--- config.mk ---
export PLATFORM = sky130hd
export DESIGN_NAME = restoring_divider
export DESIGN_NICKNAME = d
export VERILOG_FILES = /design/src/rtl/restoring_divider.sv
export SDC_FILE = /design/constraint.sdc
export NUM_CORES = 1
export LEC_CHECK = 0
export BUFFER_PORTS_ARGS = -buffer_cell sky130_fd_sc_hd__buf_2
export CAP_MARGIN = 20
export CORE_MARGIN = 3
export CORE_UTILIZATION = 57
export DETAILED_ROUTE_END_ITERATION = 10
export GPL_TIMING_DRIVEN = 0
export HOLD_SLACK_MARGIN = 0.15
export PLACE_DENSITY = 0.82
export SYNTH_ARGS = -nofsm -noshare
export SYNTH_HDL_FRONTEND = slang
export SYNTH_SLANG_ARGS = --single-unit
--- constraint.sdc ---
create_clock -name clk -period 2.7 [get_ports clk]
set_clock_uncertainty 0.05 [all_clocks]
set_input_delay 0.27 -clock clk [delete_from_list [all_inputs] [get_ports clk]]
set_output_delay 0.27 -clock clk [all_outputs]
set_load 0.1 [all_outputs]
--- src/rtl/restoring_divider.sv ---
// rtl/restoring_divider.sv - multi-cycle unsigned restoring divider (SHIFT/SUB/CHECK per quotient bit)
module restoring_divider #(
    parameter int WIDTH = 8
) (
    input  logic             clk,
    input  logic             rst_n,
    input  logic             start,
    input  logic [WIDTH-1:0] dividend,
    input  logic [WIDTH-1:0] divisor,
    output logic [WIDTH-1:0] quotient,
    output logic [WIDTH-1:0] remainder,
    output logic             busy,
    output logic             done,
    output logic             div_by_zero
);
    localparam int CNT_W = $clog2(WIDTH + 1);

    typedef enum logic [2:0] {
        S_IDLE  = 3'd0,
        S_LOAD  = 3'd1,
        S_SHIFT = 3'd2,
        S_SUB   = 3'd3,
        S_CHECK = 3'd4,
        S_DONE  = 3'd5
    } state_t;

    state_t             state_q, state_d;
    logic [WIDTH:0]     a_q, a_d;
    logic [WIDTH-1:0]   q_q, q_d;
    logic [WIDTH-1:0]   m_q, m_d;
    logic [CNT_W-1:0]   cnt_q, cnt_d;
    logic               dbz_q, dbz_d;

    always_ff @(posedge clk or negedge rst_n) begin
        if (!rst_n) begin
            state_q <= S_IDLE;
            a_q     <= '0;
            q_q     <= '0;
            m_q     <= '0;
            cnt_q   <= '0;
            dbz_q   <= 1'b0;
        end else begin
            state_q <= state_d;
            a_q     <= a_d;
            q_q     <= q_d;
            m_q     <= m_d;
            cnt_q   <= cnt_d;
            dbz_q   <= dbz_d;
        end
    end

    always_comb begin
        state_d = state_q;
        a_d     = a_q;
        q_d     = q_q;
        m_d     = m_q;
        cnt_d   = cnt_q;
        dbz_d   = dbz_q;
        case (state_q)
            S_IDLE: begin
                if (start) state_d = S_LOAD;
            end
            S_LOAD: begin
                m_d   = divisor;
                cnt_d = CNT_W'(WIDTH);
                dbz_d = (divisor == '0);
                if (divisor == '0) begin
                    // Zero divisor short-circuits to the all-ones / pass-through result.
                    q_d     = '1;
                    a_d     = {1'b0, dividend};
                    state_d = S_DONE;
                end else begin
                    q_d     = dividend;
                    a_d     = '0;
                    state_d = S_SHIFT;
                end
            end
            S_SHIFT: begin
                {a_d, q_d} = {a_q[WIDTH-1:0], q_q, 1'b0};
                state_d    = S_SUB;
            end
            S_SUB: begin
                a_d     = a_q - {1'b0, m_q};
                state_d = S_CHECK;
            end
            S_CHECK: begin
                // Negative trial remainder means the divisor did not fit: restore it.
                if (a_q[WIDTH]) begin
                    a_d    = a_q + {1'b0, m_q};
                    q_d[0] = 1'b0;
                end else begin
                    q_d[0] = 1'b1;
                end
                cnt_d   = cnt_q - CNT_W'(1);
                state_d = (cnt_q == CNT_W'(1)) ? S_DONE : S_SHIFT;
            end
            S_DONE: begin
                if (!start) state_d = S_IDLE;
            end
            default: begin
                state_d = S_IDLE;
            end
        endcase
    end

    assign quotient    = q_q;
    assign remainder   = a_q[WIDTH-1:0];
    assign busy        = (state_q != S_IDLE) && (state_q != S_DONE);
    assign done        = (state_q == S_DONE);
    assign div_by_zero = dbz_q;

endmodule

# == Word level (Yosys, flattened, before mapping) ==
# Index checks and enable logic that the tools add are counted.
# word_totals
register_bits,33
word_cells,44
# classes
eq_ne,10
n_mux,13
add_sub_neg,3
reduce_logical,10
# ops
operator,count
9-bit case mux with 4 select lines,1
3-bit case mux with 6 select lines,1
8-bit two-way mux,2
7-bit case mux with 2 select lines,1
3-bit two-way mux,4
9-bit by 8-bit adder with 9-bit output,1
9-bit two-way mux,1
9-bit by 8-bit subtractor with 9-bit output,1
8-bit logical NOT,1
4-bit case mux with 2 select lines,1
"3-bit by 2-bit equality test with 1-bit output, second input constant",2
"3-bit equality test, second input constant",2
"2-bit inequality test, second input constant",3
3-bit nonzero test,2
"4-bit by 1-bit equality test with 1-bit output, second input constant",1
2-bit AND reduction,2
2-bit nonzero test,2
4-bit nonzero test,1
"4-bit by 1-bit subtractor with 4-bit output, second input constant",1
"3-bit by 1-bit equality test with 1-bit output, second input constant",1
3-bit logical NOT,1
"3-bit inequality test, second input constant",1
1-bit case mux with 3 select lines,1
1-bit logical AND,1
1-bit two-way mux,1

# == Depth between registers and ports, before layout ==
# Gate-level depths: netlist of the first run.
# logic_depth
word_depth,3
ltp_mapped,10

# == Worst setup path before layout of the first run ==
# OpenSTA, ideal clock, no wires.
# synth_timing
kind,reg2out
from,reg state_q[1]
to,out done
path_slack_ns,-0.453
n_path_buf,2
t_arrival_ns,2.833
t_required_ns,2.380
path_stages_with_launch,4
path_cell_list,dfrtp_1 -> clkbuf_1 -> clkbuf_1 -> nor3_1
# synth_via
elab_chain_len,1
# synth_lines
element,line,rtl
from (decl),27,"state_t state_q, state_d;"
from (signal assigned),43,state_q <= state_d;
3-bit equality test,109,assign done = (state_q == S_DONE);
to (decl),13,"output logic done,"
# No other way between the ends.

# == Worst setup path in the final report of the first run ==
# layout_timing
from,reg a_q[0]
to,reg a_q[8]
# layout_via
elab_chain_len,3
word_cells_on_any_way,4
# layout_lines
element,line,rtl
from (decl),28,"logic [WIDTH:0] a_q, a_d;"
from (signal assigned),37,a_q <= '0;
from (signal assigned),44,a_q <= a_d;
9-bit by 8-bit adder with 9-bit output,89,"a_d = a_q + {1'b0, m_q};"
9-bit two-way mux,88,if (a_q[WIDTH]) begin
9-bit case mux with 4 select lines *,59,case (state_q)
# Mark *: on every way between the ends. The rest lies on a longest branch, timed or not. The select of a mux whose other input is x is not followed.
# A chain may end at the register's enable or synchronous reset.

==> results of run 1 <==
state kept, by name, indices dropped and copies added, names as in the netlist:
register	cells
div_by_zero	1
a_q	9
cnt_q	4
quotient	8
m_q	8
state_q	3
how the worst min path moves through the flow:
stage	from	cells past startpoint	to
finish	divisor[2]	3	m_q[2]$_DFFE_PN0N_
global route	divisor[5]	3	m_q[5]$_DFFE_PN0N_
CTS	divisor[2]	3	m_q[2]$_DFFE_PN0N_
detailed placement	rst_n	1	quotient[4]$_DFFE_PN0P_
global placement	rst_n	1	quotient[2]$_DFFE_PN0P_
floorplan	rst_n	0	a_q[0]$_DFFE_PN0P_
cell families (layout without fill, tap and decap cells):
logic type                 Yosys count  in the layout
and+or+nand+nor                     83             83
AOI/OAI and AO/OA                   97             97
buffers and inverters               41             88
xor gates and xnor gates             7              7
adders and majority gates           21             21
muxes                                4              4
DFF                                 33             33
synth_stat cells (2+ instances only):
library cell  number
a221oi_1           4
ha_1              18
o21bai_1           2
o221ai_1           3
buf_4              8
xnor2_1            3
o21ai_0           32
nand2b_1           4
a31oi_1            4
xor2_1             4
dfrtp_1           33
clkbuf_1          10
a21o_1             2
o21ai_1            2
inv_1             19
nor3_1             7
a222oi_1           2
mux2_2             3
nor2_1            26
a211oi_1           2
nand2_1           27
o21a_1             3
a21oi_1           20
fa_1               2
or4_4              2
o211ai_1           2
or3_1              2
a22oi_1           11
nor2b_1            5
nand3_1            6
buf_2              2
layout make-up:
| class | instances | area, µm² | area share |
|---|---|---|---|
| buffer | 21 | 111.4 | 0.03959 |
| clock buffer | 6 | 82.58 | 0.02936 |
| clock inverter | 2 | 37.54 | 0.01335 |
| inverter | 20 | 75.07 | 0.02669 |
| multi-input combinational | 212 | 1413 | 0.5022 |
| sequential | 33 | 825.8 | 0.2936 |
| tap | 50 | 62.56 | 0.02224 |
| timing repair buffer | 39 | 205.2 | 0.07295 |
critical path, cell delays in order (launching register included):
cell	delay, ns
dfrtp_1	0.41
inv_1	0.09
ha_1	0.17
inv_1	0.05
fa_1	0.43
a21oi_2	0.18
o211ai_1	0.18
a31oi_1	0.21
mux2_2	0.35
nand3_1	0.07
o311ai_0	0.16
layer usage:
layer,vias to the layer above,share of wire
li1,1107,-
met1,1096,0.43
met2,109,0.47
met3,17,0.077
met4,0,0.023
met5,-,0
per-stage QoR:
step	area, µm²	utilization	setup WS (ns)
floorplan	2421	-	0.4020
global placement	2669	0.6577	0.1646
detailed placement	2669	0.6577	0.1334
CTS	2809	0.6923	0.09535
global route	2813	0.6932	0.01546
finish	2813	0.6932	0.1689
repair_timing:
| item | 4_1_cts | 5_1_grt |
|---|---|---|
| resized for setup | 0 | 1 |
| endpoints found under the hold margin | 34 | 0 |
| endpoints found under the setup margin | 0 | 1 |
| hold buffers | 2 | 0 |
==> impl_summary.md, run 1 <==
Clocking
Clock-pin slew was measured on the worst setup and hold paths at 0.07 ns. The root buffer cell is clkbuf_8. Post-CTS timing repair inserted 0 buffers for setup. The number of clock buffers added by TritonCTS is 5. The clock passes through at most 2 buffers. For the worst-skew pair, the clock arrives at the later sink with an insertion delay of around 0.29 ns.

The CTS tree is built. The total number of H-tree levels is 2. The clock sink total is 33.

Die
The die is 71.11 µm tall. The row count is 23. The core outline area is around 0.0041 mm². Measured along the x axis, the die boundary spans 71.11 µm.

Pin placement for this block handled 38 I/O pins. The initial cell density of the core is 0.5954. The area of the die is 0.005056 mm².

Worst setup path
The kind of critical path is flip-flop to flip-flop. The endpoint identified for the worst register-to-register timing path is a_q[8]$_DFFE_PN0P_. In this run the worst setup path terminates at a_q[8]$_DFFE_PN0P_. The required time at the worst-slack endpoint is roughly 2.8 ns. The startpoint of the most critical register-to-register path is a_q[0]$_DFFE_PN0P_. The depth of the worst register-to-register path is 10. Tracing the worst setup path back leads to its startpoint at a_q[0]$_DFFE_PN0P_. The element type at the critical path end is a flip-flop. In this run the register-to-register setup slack is around 0.17 ns.

Along the worst path, the maximum fanout reaches 4. The kind of launch point of the worst setup path is a flip-flop. STA puts the critical path data arrival time at ~2.6 ns.

Logic synthesis
By area the synthesized netlist is led by dfrtp_1, ha_1, o21ai_0. Of the total synthesized cell area, the portion taken by full adders, half adders and majority gates is 0.1139. Of the post-synthesis cell area, the part taken by muxes is 0.01813. During synthesis, Yosys emitted a total of 0 warnings.

The compound-cell area share of the yosys netlist came to 0.2641. In this run the mean area of a mapped cell was roughly 8.4 µm². Synthesis inferred 33 register bits.

Of the total synthesized cell area, the portion taken by AND, OR, NAND and NOR gates is 0.1595. Of the synthesized area, sequential elements account for 0.3418. In this run, synthesis inferred 0 flip-flops with an integrated enable. The number of distinct library cell variants in the gate-level netlist after synthesis is between 40 and 50. The async set-or-reset flop fraction in the synthesized netlist is 1.000. After technology mapping, the gate count stands at 286.

The parity-gate share of the synthesized area counting xor and xnor cells is 0.02538. The number of nets produced by synthesis is 325. The commonest register cell after synthesis is dfrtp_1. The share of synthesized area in the top cell type comes to 0.3418.

By area, the combinational part of the netlist is dominated by compound AO/OA/AOI/OAI gates. The synthesized netlist occupies a cell area of between 0.002 and 0.0025 mm². The most area-hungry cell type in the Yosys netlist is dfrtp_1.

Worst hold path
In this run the worst hold path is classified as input port to flip-flop.

Global routing
The pin count of the biggest net entering global routing is 34. The global routing met1 resource utilization is 0.3190. The met2 track utilization from global routing is 0.4253. In this run the most used layer during global routing was met2. The number of global-route vias before repair was 2301. The met3 demand-to-capacity share in global routing is 0.06250. The overall fraction of global-route tracks in use is 0.2564. The number of antenna violations at the first check in global routing came to 0.

Summed over all layers, the global routing overflow is 0. The first-pass GRT wire length is 10270 µm.

STA
The number of endpoints failing setup at the final stage is 0. The minimum period implied by the final worst setup slack is between 2 and 3 ns. The number of max-slew violations in the final report was 0.

Summed over all failing endpoints, the final setup total negative slack is 0 ns. The worst relative slew slack is 0.5078. Of the available clock period, the critical path in the final layout requires 0.9375. The hold violation count in the final report is 0.

The worst-margin pin slew is around 0.74 ns. Static timing analysis puts the maximum clock frequency at 395.1 MHz. Setup repair after global routing left no endpoint under its margin.

The final-layout worst hold slack is between 0.15 and 0.2 ns.

Routing
Summed over all layers, the routed wires come to ~6300 µm. The count of nets left with antenna violations once routing finished came out at 0. The routed layout has ~2.3k vias. Before antenna repair, the detailed router went through 5 iterations. Dividing the detail-routed wire length by the instance count gives 16.34 µm. Using the TritonRoute via totals, the vias-per-cell ratio works out to 6.081. For this block, the initial DRC count from the detailed router was just over 200.

The DRC violation count after routing is 0.

Placed design
The weighted congestion reported at the end of routability-driven placement is between 0.9 and 1. The number of I/O port buffers is 37. In this run, placement finished with an instance count of 373.

The final HPWL from detailed placement is between 4000 and 5000 µm.

Finish
The antenna cell count is 0. Fill cells in the final layout number ~340. The finished layout holds 383 standard cells, fillers aside. In the layout the commonest cells are buf_2, dfrtp_1, o21ai_0. Compared with the post-synthesis result, the final layout area differs by 16.42%. In the final layout, the share of cells above drive strength 1 is 0.1982.

Leaving out fill and tap cells, the most frequent cell in the layout is buf_2. The number of nets in the layout is between 300 and 400.

Status
The run finished with clean final reports.

Flow run
The number of max-cap violations is 0.
Power of run 1 is not shown: default switching activity piles up to over one toggle a cycle in this logic, so the estimate is an artifact.
==> inputs of run 2 (changes only) <==
--- a/config.mk
+++ b/config.mk
@@ -7,6 +7,7 @@
 export LEC_CHECK = 0
 export BUFFER_PORTS_ARGS = -buffer_cell sky130_fd_sc_hd__buf_2
 export CAP_MARGIN = 20
+export CORE_ASPECT_RATIO = 2
 export CORE_MARGIN = 3
 export CORE_UTILIZATION = 57
 export DETAILED_ROUTE_END_ITERATION = 10
==> impl_summary.md, run 2 (synthesis results as in run 1) <==
Status
The run finished with clean final reports.

Finish
In the layout the commonest cells are buf_2, dfrtp_1, o21ai_0. The synthesis-to-layout area growth is 16.47% (about the same). The antenna cell count was 0 (unchanged). The number of flip-flops under the largest register name is 9 (unchanged).

The number of nets in the layout was 371 (unchanged). The library cell used most frequently in the layout, excluding fill and tap cells, is buf_2. The share of cells above drive strength 1 is 0.1982 (unchanged). The count of filler cells inserted in the layout was 328 (-3.8%).

The filler-free cell count of the finished design came to 384 (+0.26%). More flip-flops sit in one register than any other, and that register is a_q.

Worst setup path
The kind of critical path is flip-flop to flip-flop. The launching element of the worst setup path is a_q[0]$_DFFE_PN0P_. Walking the worst path, the cells encountered are inv_1, ha_1, inv_1, fa_1, a21oi_2, o211ai_1, a31oi_1, mux2_2, nand3_1, o311ai_0. In this design, the critical path's most frequently occurring cell is inv_1. The startpoint of the most critical register-to-register path is a_q[0]$_DFFE_PN0P_. The data arrival time of the worst path is 2.69 ns (+0.08 ns). The highest fanout seen on the critical path came to 4 (unchanged).

The critical path's largest stage delay was 0.44 ns (about the same). STA classifies the critical path endpoint as a flip-flop. The flop-to-flop setup slack came to 0.10 ns (-0.07 ns). The kind of launch point of the worst setup path is a flip-flop. The largest individual stage delay along the critical path comes from the cell dfrtp_1.

The required time at the worst-slack endpoint is 2.80 ns (+0.02 ns).

Flow run
The number of max-cap violations is 0 (unchanged).

Clocking
The clock sink total is 33 (unchanged). The post-CTS clock slew at the launch and capture registers of the worst setup and hold paths is 0.09 ns (+0.02 ns). The total number of H-tree levels is 2 (unchanged). In this run the clock root is driven by a clkbuf_8. The maximum number of buffers from clock root to sink is 2 (unchanged). The CTS tree is built.

The worst-skew pair later-pin latency was 0.30 ns (about the same). The clock buffer count from CTS is 5 (unchanged).

Worst hold path
The worst hold path begins at divisor[3]. The class of the tightest hold or removal check is input port to flip-flop.

Routing
The first-pass iteration count of the detailed router is 6 (+1). The via count of the routed design is 2348 (+0.82%). The DRC violation count after routing is 0 (unchanged). The final routed wire length divided by cell count is 17.35 µm (+6.2%). The detailed-route vias per instance was 6.115 (+0.55%). The total wirelength of the detailed-routed design was 6664 µm (+6.5%). The final antenna-violating net count came to 0 (unchanged). The starting DRC count in detailed routing is 119 (-42%).

Die
The core outline area is 0.003964 mm² (-2.3%). The die span in y is 98.07 µm (+38%). The area of the die is 0.005103 mm² (+0.93%). The width of the chip came to 52.04 µm (-27%). The row count is 32 (+39%).

The initial cell density of the core came to 0.6095 (+0.01410). The I/O pin total is 38 (unchanged).

STA
The number of max-slew violations in the final report is 0 (unchanged). The setup slack of the critical path after layout is 0.1029 ns (-0.06592 ns). The final sum of negative setup slack is 0 ns (unchanged). The worst relative slew slack is 0.4948 (-0.01300). The highest achievable clock rate is 385.1 MHz (-2.5%). The number of endpoints failing setup at the final stage is 0 (unchanged). The final cycle utilization of the critical path is 0.9619 (+0.02442).

Setup repair after global routing left no endpoint under its margin. The worst-margin pin slew is 0.7578 ns (+0.01950 ns). The minimum period implied by the final worst setup slack is 2.597 ns (+0.06592 ns).

The hold violation count in the final report is 0 (unchanged).

Placed design
The final HPWL from detailed placement is 4913 µm (+8.7%). The number of placed cells counting well taps was 374 (+0.27%). The weighted congestion reported at the end of routability-driven placement came to 0.9145 (-3.7%).

The number of I/O port buffers is 37 (unchanged). The pre-CTS setup slack was 0.08634 ns (-0.04708 ns).

Global routing
The number of global-route vias before repair came to 2332 (+1.3%). The pin count of the biggest net entering global routing is 34 (unchanged). The aggregate global routing overflow is 0 (unchanged). The first-pass GRT wire length came to 11050 µm (+7.7%). The number of antenna violations at the first check in global routing was 0 (unchanged). The overall fraction of global-route tracks in use was 0.2844 (+0.02806).
[run 2: cell counts in the layout (fill, tap and decap cells not counted)]
No cell type changed its count.
[run 2: stage by stage]
| step | instance area (µm²) | utilization | hold WS [ns] |
|---|---|---|---|
| floorplan | 2421 | - | -0.07559 |
| global placement | 2670 | 0.6736 | 0.3265 |
| detailed placement | 2670 | 0.6736 | 0.3203 |
| CTS | 2810 | 0.7090 | 0.1517 |
| global route | 2814 | 0.7099 | 0.1800 |
| finish | 2814 | 0.7099 | 0.1478 |
[run 2: final timing paths]
path / to / depth (start not counted)
setup / recovery: a_q[8]$_DFFE_PN0P_ / 10
hold / removal: m_q[3]$_DFFE_PN0N_ / 3
setup reg to reg: a_q[8]$_DFFE_PN0P_ / 10
hold reg to reg: div_by_zero$_DFFE_PN0N_ / 1
max in group asynchronous: quotient[3]$_DFFE_PN0P_ / 2
min in group asynchronous: m_q[6]$_DFFE_PN0N_ / 2
[run 2: layout make-up]
type	instances	area (µm²)	area share
clock buffer	6	82.58	0.02935
tap	51	63.81	0.02268
timing repair buffer	39	205.2	0.07292
inverter	20	75.07	0.02668
buffer	21	111.4	0.03957
sequential	33	825.8	0.2935
multi-input combinational	212	1413	0.5020
clock inverter	2	37.54	0.01334
[run 2: layer usage]
metal	GRT usage	part of all wire	vias to the layer above
met3	0.03817	0.045	24
met4	0.1333	0.036	0
met1	0.3124	0.36	1129
met5	0	0	-
li1	-	-	1101
met2	0.5112	0.56	94
[run 2: repair_timing]
action                                  in CTS  in global routing
hold endpoints to repair                    34                  0
buffers inserted                             0                  0
endpoints found under the setup margin       0                  1
resized for setup                            0                  1
hold buffers                                 2                  0
[run 2: critical path, delay by kind of cell (launching register included)]
family / cells / cell delay [ns]
AND/OR/NAND/NOR: 1 / 0.07
AO/OA/AOI/OAI: 4 / 0.78
adder cells (fa/ha/maj): 2 / 0.60
buffers and inverters: 2 / 0.16
multiplexers: 1 / 0.35
flip-flops: 1 / 0.44
Power of run 2 is left out for the same reason.
